### src/rtl/gpmc_wb_bridge_sync_if.sv
// Wishbone classic bus between the GPMC bridge (master) and the fabric slave.
interface gpmc_wb_bridge_sync_if #(
  parameter int unsigned ADDR_WIDTH = 16,
  parameter int unsigned DATA_WIDTH = 16
);
  logic [ADDR_WIDTH-1:0] wbm_address;
  logic [DATA_WIDTH-1:0] wbm_writedata;
  logic [DATA_WIDTH-1:0] wbm_readdata;
  logic                  wbm_write;
  logic                  wbm_strobe;
  logic                  wbm_cycle;
  logic                  wbm_ack;

  modport master (
    output wbm_address, wbm_writedata, wbm_write, wbm_strobe, wbm_cycle,
    input  wbm_readdata, wbm_ack
  );

  modport slave (
    input  wbm_address, wbm_writedata, wbm_write, wbm_strobe, wbm_cycle,
    output wbm_readdata, wbm_ack
  );
endinterface

### src/rtl/gpmc_wb_bridge_sync.sv
// Oversampling GPMC (muxed AD) to Wishbone classic master bridge, single clock domain.
// One Wishbone cycle per GPMC access, with host WAIT, bus timeout and error pulse.
module gpmc_wb_bridge_sync #(
  parameter int unsigned ADDR_WIDTH     = 16,
  parameter int unsigned DATA_WIDTH     = 16,
  parameter int unsigned SYNC_STAGES    = 2,
  parameter int unsigned TIMEOUT_CYCLES = 255
) (
  input  logic                  clk,
  input  logic                  reset,
  input  logic [DATA_WIDTH-1:0] gpmc_ad_in,
  output logic [DATA_WIDTH-1:0] gpmc_ad_out,
  output logic                  gpmc_ad_oe,
  input  logic                  gpmc_csn,
  input  logic                  gpmc_advn,
  input  logic                  gpmc_wein,
  input  logic                  gpmc_oen,
  output logic                  gpmc_wait,
  gpmc_wb_bridge_sync_if.master wb,
  output logic                  timeout_err
);
  localparam int unsigned CNT_W = (TIMEOUT_CYCLES > 1) ? $clog2(TIMEOUT_CYCLES) : 1;

  typedef enum logic [2:0] {IDLE, ADDR, CMD, WB_WR, WB_RD, DRIVE, DONE} state_t;

  logic [SYNC_STAGES-1:0] csn_sync, advn_sync, wein_sync, oen_sync;
  logic [DATA_WIDTH-1:0]  ad_sync [SYNC_STAGES];
  logic                   wein_prev, oen_prev;
  logic                   csn_s, advn_s, wein_s, oen_s, wein_rise, oen_fall, expired;
  logic [DATA_WIDTH-1:0]  ad_s;

  state_t                 state_q, state_d;
  logic [ADDR_WIDTH-1:0]  addr_q, addr_d;
  logic [DATA_WIDTH-1:0]  wdata_q, wdata_d, rdata_q, rdata_d;
  logic                   cyc_q, cyc_d, we_q, we_d, wait_q, wait_d;
  logic                   oe_q, oe_d, terr_q, terr_d, abort_q, abort_d;
  logic [CNT_W-1:0]       cnt_q, cnt_d;

  // Input synchronisers; AD bus shares the control pipeline depth so samples stay aligned.
  always_ff @(posedge clk) begin
    if (reset) begin
      csn_sync  <= '1;
      advn_sync <= '1;
      wein_sync <= '1;
      oen_sync  <= '1;
      ad_sync   <= '{default: '0};
      wein_prev <= 1'b1;
      oen_prev  <= 1'b1;
    end else begin
      csn_sync  <= {csn_sync[SYNC_STAGES-2:0], gpmc_csn};
      advn_sync <= {advn_sync[SYNC_STAGES-2:0], gpmc_advn};
      wein_sync <= {wein_sync[SYNC_STAGES-2:0], gpmc_wein};
      oen_sync  <= {oen_sync[SYNC_STAGES-2:0], gpmc_oen};
      ad_sync[0] <= gpmc_ad_in;
      for (int unsigned i = 1; i < SYNC_STAGES; i++) ad_sync[i] <= ad_sync[i-1];
      wein_prev <= wein_sync[SYNC_STAGES-1];
      oen_prev  <= oen_sync[SYNC_STAGES-1];
    end
  end

  assign csn_s     = csn_sync[SYNC_STAGES-1];
  assign advn_s    = advn_sync[SYNC_STAGES-1];
  assign wein_s    = wein_sync[SYNC_STAGES-1];
  assign oen_s     = oen_sync[SYNC_STAGES-1];
  assign ad_s      = ad_sync[SYNC_STAGES-1];
  assign wein_rise = wein_s & ~wein_prev;
  assign oen_fall  = ~oen_s & oen_prev;
  assign expired   = (TIMEOUT_CYCLES != 0) && (cnt_q == CNT_W'(TIMEOUT_CYCLES - 1));

  always_ff @(posedge clk) begin
    if (reset) begin
      state_q <= IDLE;
      addr_q  <= '0;
      wdata_q <= '0;
      rdata_q <= '0;
      cyc_q   <= 1'b0;
      we_q    <= 1'b0;
      wait_q  <= 1'b0;
      oe_q    <= 1'b0;
      terr_q  <= 1'b0;
      abort_q <= 1'b0;
      cnt_q   <= '0;
    end else begin
      state_q <= state_d;
      addr_q  <= addr_d;
      wdata_q <= wdata_d;
      rdata_q <= rdata_d;
      cyc_q   <= cyc_d;
      we_q    <= we_d;
      wait_q  <= wait_d;
      oe_q    <= oe_d;
      terr_q  <= terr_d;
      abort_q <= abort_d;
      cnt_q   <= cnt_d;
    end
  end

  // Next-state and next-output logic; every output comes from a flop.
  always_comb begin
    state_d = state_q;
    addr_d  = addr_q;
    wdata_d = wdata_q;
    rdata_d = rdata_q;
    cyc_d   = cyc_q;
    we_d    = we_q;
    wait_d  = wait_q;
    oe_d    = 1'b0;
    terr_d  = 1'b0;
    abort_d = abort_q;
    cnt_d   = cnt_q;
    case (state_q)
      IDLE: begin
        if (!csn_s && !advn_s) begin
          addr_d  = ad_s[ADDR_WIDTH-1:0];
          state_d = ADDR;
        end
      end
      ADDR: begin
        if (csn_s)        state_d = IDLE;
        else if (!advn_s) addr_d  = ad_s[ADDR_WIDTH-1:0];
        else              state_d = CMD;
      end
      CMD: begin
        if (csn_s) begin
          state_d = IDLE;
        end else if (wein_rise) begin
          wdata_d = ad_s;
          cyc_d   = 1'b1;
          we_d    = 1'b1;
          wait_d  = 1'b1;
          cnt_d   = '0;
          abort_d = 1'b0;
          state_d = WB_WR;
        end else if (oen_fall) begin
          cyc_d   = 1'b1;
          we_d    = 1'b0;
          wait_d  = 1'b1;
          cnt_d   = '0;
          abort_d = 1'b0;
          state_d = WB_RD;
        end
      end
      WB_WR, WB_RD: begin
        // A host that gives up mid-cycle still lets the slave finish; its read data is dropped.
        if (csn_s) abort_d = 1'b1;
        if (wb.wbm_ack || expired) begin
          cyc_d  = 1'b0;
          we_d   = 1'b0;
          wait_d = 1'b0;
          terr_d = ~wb.wbm_ack;
          if (state_q == WB_RD && !abort_q && !csn_s) begin
            rdata_d = wb.wbm_ack ? wb.wbm_readdata : '1;
            oe_d    = 1'b1;
            state_d = DRIVE;
          end else begin
            state_d = DONE;
          end
        end else begin
          cnt_d = cnt_q + CNT_W'(1);
        end
      end
      DRIVE: begin
        if (oen_s || csn_s) state_d = DONE;
        else                oe_d    = 1'b1;
      end
      DONE: begin
        if (csn_s) state_d = IDLE;
      end
      default: state_d = IDLE;
    endcase
  end

  assign gpmc_ad_out      = rdata_q;
  assign gpmc_ad_oe       = oe_q;
  assign gpmc_wait        = wait_q;
  assign timeout_err      = terr_q;
  assign wb.wbm_address   = addr_q;
  assign wb.wbm_writedata = wdata_q;
  assign wb.wbm_write     = we_q;
  assign wb.wbm_strobe    = cyc_q;
  assign wb.wbm_cycle     = cyc_q;
endmodule

### src/flat_wrapper.sv
// flat-port wrapper written by rule: the top's interface ports become plain ports
module gpmc_wb_bridge_sync_flat 
#(
  parameter int unsigned ADDR_WIDTH     = 16,
  parameter int unsigned DATA_WIDTH     = 16,
  parameter int unsigned SYNC_STAGES    = 2,
  parameter int unsigned TIMEOUT_CYCLES = 255
)
  (clk, reset, gpmc_ad_in, gpmc_ad_out, gpmc_ad_oe, gpmc_csn, gpmc_advn, gpmc_wein, gpmc_oen, gpmc_wait, timeout_err, wb_wbm_address, wb_wbm_writedata, wb_wbm_write, wb_wbm_strobe, wb_wbm_cycle, wb_wbm_readdata, wb_wbm_ack);
  gpmc_wb_bridge_sync_if #(.ADDR_WIDTH(ADDR_WIDTH), .DATA_WIDTH(DATA_WIDTH)) wb_i ();
  input  logic clk;
  input  logic reset;
  input  logic [DATA_WIDTH-1:0] gpmc_ad_in;
  output logic [DATA_WIDTH-1:0] gpmc_ad_out;
  output logic gpmc_ad_oe;
  input  logic gpmc_csn;
  input  logic gpmc_advn;
  input  logic gpmc_wein;
  input  logic gpmc_oen;
  output logic gpmc_wait;
  output logic timeout_err;
  output wire logic [$bits(wb_i.wbm_address)-1:0] wb_wbm_address;
  output wire logic [$bits(wb_i.wbm_writedata)-1:0] wb_wbm_writedata;
  output wire logic [$bits(wb_i.wbm_write)-1:0] wb_wbm_write;
  output wire logic [$bits(wb_i.wbm_strobe)-1:0] wb_wbm_strobe;
  output wire logic [$bits(wb_i.wbm_cycle)-1:0] wb_wbm_cycle;
  input wire logic [$bits(wb_i.wbm_readdata)-1:0] wb_wbm_readdata;
  input wire logic [$bits(wb_i.wbm_ack)-1:0] wb_wbm_ack;
  assign wb_wbm_address = wb_i.wbm_address;
  assign wb_wbm_writedata = wb_i.wbm_writedata;
  assign wb_wbm_write = wb_i.wbm_write;
  assign wb_wbm_strobe = wb_i.wbm_strobe;
  assign wb_wbm_cycle = wb_i.wbm_cycle;
  assign wb_i.wbm_readdata = wb_wbm_readdata;
  assign wb_i.wbm_ack = wb_wbm_ack;
  gpmc_wb_bridge_sync #(.ADDR_WIDTH(ADDR_WIDTH), .DATA_WIDTH(DATA_WIDTH), .SYNC_STAGES(SYNC_STAGES), .TIMEOUT_CYCLES(TIMEOUT_CYCLES)) u_core (.clk(clk), .reset(reset), .gpmc_ad_in(gpmc_ad_in), .gpmc_ad_out(gpmc_ad_out), .gpmc_ad_oe(gpmc_ad_oe), .gpmc_csn(gpmc_csn), .gpmc_advn(gpmc_advn), .gpmc_wein(gpmc_wein), .gpmc_oen(gpmc_oen), .gpmc_wait(gpmc_wait), .wb(wb_i), .timeout_err(timeout_err));
endmodule
### config.mk
export PLATFORM = sky130hd
export DESIGN_NAME = gpmc_wb_bridge_sync_flat
export DESIGN_NICKNAME = d
export VERILOG_FILES = /design/src/rtl/gpmc_wb_bridge_sync_if.sv /design/src/rtl/gpmc_wb_bridge_sync.sv /design/src/flat_wrapper.sv
export SDC_FILE = /design/constraint.sdc
export NUM_CORES = 1
export LEC_CHECK = 0
export BUFFER_PORTS_ARGS = -buffer_cell sky130_fd_sc_hd__buf_2
export CAP_MARGIN = 20
export CORE_MARGIN = 5
export CORE_UTILIZATION = 47
export DETAILED_ROUTE_END_ITERATION = 6
export GPL_TIMING_DRIVEN = 0
export PLACE_DENSITY = 0.75
export SLEW_MARGIN = 40
export SYNTH_ARGS = -nofsm -noshare
export SYNTH_HDL_FRONTEND = slang
export SYNTH_SLANG_ARGS = --single-unit
### constraint.sdc
create_clock -name clk -period 1.5 [get_ports clk]
set_input_delay 0.225 -clock clk [delete_from_list [all_inputs] [get_ports clk]]
set_output_delay 0.225 -clock clk [all_outputs]
set_load 0.02 [all_outputs]
==> results.txt <==
The run finished, with violations left. The final reports fail on setup timing. The number of hold-slack violations in the final timing report is 0. The area enclosed by the die boundary is approximately 9800 µm². The maximum clock rate came out at just under 600 MHz. In the post-synthesis netlist, the cell with the most instances is sky130_fd_sc_hd__dfxtp_1. The measured slew at the worst slew-check pin is 510 ps.

The kind of path behind the tightest hold check is in2reg. The placed instances occupy a cell area of between 4000 and 5000 µm². Setup repair after global routing could not meet its margin everywhere. The number of pins exceeding their max-slew limit in the final report came to 0. The tightest slew margin relative to the limit is 0.660. The proportion of layout cells with a drive suffix above 1 is 0.394. The delay of the slowest critical-path stage came out at 500 ps. The number of placed I/O pins came out at 93.

After detailed routing, the number of remaining DRC violations is 0. In this run the horizontal extent of the chip is just under 100 µm. The starting density of the core came out at 0.482. The data arrival time of the critical path is just under 2000 ps. The standard cell with the maximum stage delay on the critical path is sky130_fd_sc_hd__or4_4. The area growth from synthesis to layout is 33.1%.

In this run the vertical extent of the chip is approximately 99 µm. Routability-driven placement finished with a final weighted congestion of 0.857. The count of routing violations after the opening detailed-route iteration came out at roughly 140.

Across the routed clock network, the largest skew measured is ~11 ps. The average wire per cell in the routed design is approximately 14 µm. The latest clock arrival within the worst-skew pair is roughly 380 ps. The final setup violation count is 39. The number of maximum-capacitance violations came out at 0. The part of the Yosys area used for sequential elements came out at 0.573. In this run the remaining antenna-violating nets after routing total 0. The number of nets in the layout is approximately 550. The number of input and output port buffers inserted is ~90. The cell count after synthesis is 386. Entering global routing, the biggest net connects 22 pins.

Clock tree synthesis found a total of 106 sinks. The worst endpoint required time came out at 1810 ps. The number of antenna diodes in the final layout is 0. The leftover overflow at the end of global routing came out at 0.

The share of the clock period used by the worst path came out at 1.12. Summed over all failing endpoints, the final setup total negative slack is -2610 ps. The clock passes through at most 2 buffers. The cell area after layout came out at about 5000 µm². The maximum net fanout on the critical path is 5. The first detailed-routing pass took 4 iterations.

The critical path class is reg2reg. Across the VDD grid, the largest voltage drop is roughly 610 µV. The fraction of the core area covered by cells at the end of the flow came out at 0.642. The critical path launch point type is a flop. The static power due to leakage came out at 2.05 nW. For this run, the leading register cell type out of synthesis is sky130_fd_sc_hd__dfxtp_1. The number of placement rows came out at 32.

The ratio of routed vias to standard cells is roughly 5. After synthesis, the cell types taking the most area are sky130_fd_sc_hd__dfxtp_1 (57%), sky130_fd_sc_hd__nand2_1 (7.3%), sky130_fd_sc_hd__nor2b_1 (5.9%). The combined area of all synthesized cells is 3710 µm². The count of flip-flops with a built-in enable after synthesis came out at 0. The number of synthesized register bits is ~110. The number of nets in the synthesized netlist came out at 427.

The aggregate global-route resource usage is 0.171. The clock buffer count from CTS came out at 9. The H-tree depth reported by CTS came out at 3. The sum of routed wire length over all layers is about 8500 µm. The CTS tree is yes. The cell at the root of the clock tree is sky130_fd_sc_hd__clkbuf_8. Traced cell by cell, the critical path runs through nand2b_4, a211oi_4, a22oi_2, or4_4, a21oi_2. The Yosys step of the flow raised 0 warnings.

The average cell area after synthesis came out at 9.60 µm². The share of the synthesized area in the top cell type came out at 0.573. The type of destination of the critical path is a flop.

The share of synthesized flip-flops with an asynchronous set or reset is 0. In the post-route analysis, the smallest setup slack over all paths is -176 ps. After clock tree synthesis, the clock-pin slew on the worst setup and hold paths is 110 ps. The minimum clock period came out at about 1700 ps. The synthesized design spends more area on one cell type than any other, namely sky130_fd_sc_hd__dfxtp_1. The core region area came out at about 7700 µm². Synthesis instantiated 43 different standard cells from the library.

The number of antenna violations at the first check in global routing came out at 0. After synthesis, the most frequently instantiated cells are sky130_fd_sc_hd__dfxtp_1 (106), sky130_fd_sc_hd__nand2_1 (72), sky130_fd_sc_hd__a21oi_1 (43). The via count of the first global-routing pass came out at a little under 3000. The worst setup timing slack at the placement stage is -334 ps. The routed via count is 3051. The HPWL after detailed placement is about 5700 µm. The wire length of the first global-routing pass is roughly 14000 µm. The total power density per cell area is 993 nW/µm².
==> cells in the final DEF (no fill, tap or decap), types with 5 or more instances in the layout <==
cell / Yosys / routed
sky130_fd_sc_hd__nor3_1: 11 / 8
sky130_fd_sc_hd__nand2_1: 72 / 69
sky130_fd_sc_hd__buf_2: 4 / 92
sky130_fd_sc_hd__a21oi_1: 43 / 39
sky130_fd_sc_hd__o221a_1: 8 / 8
sky130_fd_sc_hd__clkbuf_8: 0 / 11
sky130_fd_sc_hd__nand3_1: 6 / 5
sky130_fd_sc_hd__clkbuf_1: 16 / 10
sky130_fd_sc_hd__buf_4: 3 / 27
sky130_fd_sc_hd__dfxtp_2: 0 / 7
sky130_fd_sc_hd__nor2b_1: 35 / 34
sky130_fd_sc_hd__dfxtp_1: 106 / 96
sky130_fd_sc_hd__buf_6: 1 / 6
sky130_fd_sc_hd__o221a_2: 8 / 8
sky130_fd_sc_hd__nor2_1: 15 / 13
sky130_fd_sc_hd__or2_2: 10 / 10
==> layout make-up <==
cell class / instances / area, µm²
fill: 635 / 2750
sequential: 106 / 2140
multi-input combinational: 251 / 1600
timing repair buffer: 117 / 664
buffer: 23 / 171
tap: 102 / 128
clock buffer: 9 / 124
clock inverter: 7 / 83.8
inverter: 5 / 18.8
==> final timing paths <==
| check | start | endpoint | slack (ps) | cells after the start |
|---|---|---|---|---|
| max reg2reg | u_core.state_q[2]$_SDFFE_PP0P_ | u_core.cnt_q[7]$_SDFFE_PP0P_ | -180 | 5 |
| min reg2reg | u_core.wein_sync[0]$_SDFF_PP1_ | u_core.wein_sync[1]$_SDFF_PP1_ | 410 | 1 |
| max | u_core.state_q[2]$_SDFFE_PP0P_ | u_core.cnt_q[7]$_SDFFE_PP0P_ | -180 | 5 |
| min | gpmc_oen | u_core.oen_sync[0]$_SDFF_PP1_ | 30 | 2 |
==> kinds of logic after synthesis <==
family / share of synthesized area
buffers and inverters: 0.0358
AO/OA/AOI/OAI: 0.147
adder cells (fa/ha/maj): 0.00675
AND/OR/NAND/NOR: 0.226
XOR/XNOR: 0.0118
flip-flops: 0.573
==> per-stage QoR <==
step,std cells,hold WS [ps],total power (W)
4_1_cts,606,8.16,0.00493
6_report,620,26.0,0.00490
2_1_floorplan,386,329,0.00308
3_3_place_gp,580,396,0.00316
3_5_place_dp,580,395,0.00317
5_1_grt,620,15.4,0.00508
==> report_power, final <==
group	switching [W]	internal, W
clock network	0.00109	0.000675
logic	0.000124	0.000113
registers	0.0000272	0.00287
total	0.00124	0.00366
==> what timing repair did <==
| action | CTS | global route |
|---|---|---|
| endpoints found under the setup margin | 48 | 47 |
| gates resized for setup | 24 | 29 |
| pin swaps | 7 | 5 |
| buffers inserted | 11 | 14 |
| hold buffers | 0 | 0 |
==> sequential cells by signal, indices dropped and copies added (netlist names) <==
signal,count
u_core.advn_sync,2
u_core.oen_sync,2
u_core.state_q,3
u_core.gpmc_ad_oe,1
u_core.wein_prev,1
u_core.timeout_err,1
u_core.wb.wbm_cycle,1
u_core.ad_s,16
u_core.cnt_q,8
u_core.gpmc_ad_out,16
u_core.csn_sync,2
u_core.wb.wbm_writedata,16
u_core.oen_prev,1
u_core.wb.wbm_write,1
u_core.wb.wbm_address,16
u_core.wein_sync,2
u_core.abort_q,1
u_core.ad_sync,16
==> worst max-delay path: cells and delay by family (launching register included) <==
| family | cells | cell delay, ps |
|---|---|---|
| DFF | 1 | 380 |
| and+or+nand+nor | 2 | 660 |
| AOI/OAI and AO/OA | 3 | 580 |
==> routing by layer <==
metal | up-vias | track usage | routed length (µm)
li1 | 1562 | - | -
met1 | 1394 | 0.209 | 3680
met5 | - | 0 | 0
met3 | 13 | 0.0396 | 520
met4 | 0 | 0.0840 | 156
met2 | 82 | 0.283 | 4180
Power figures use the tool's default switching activity.
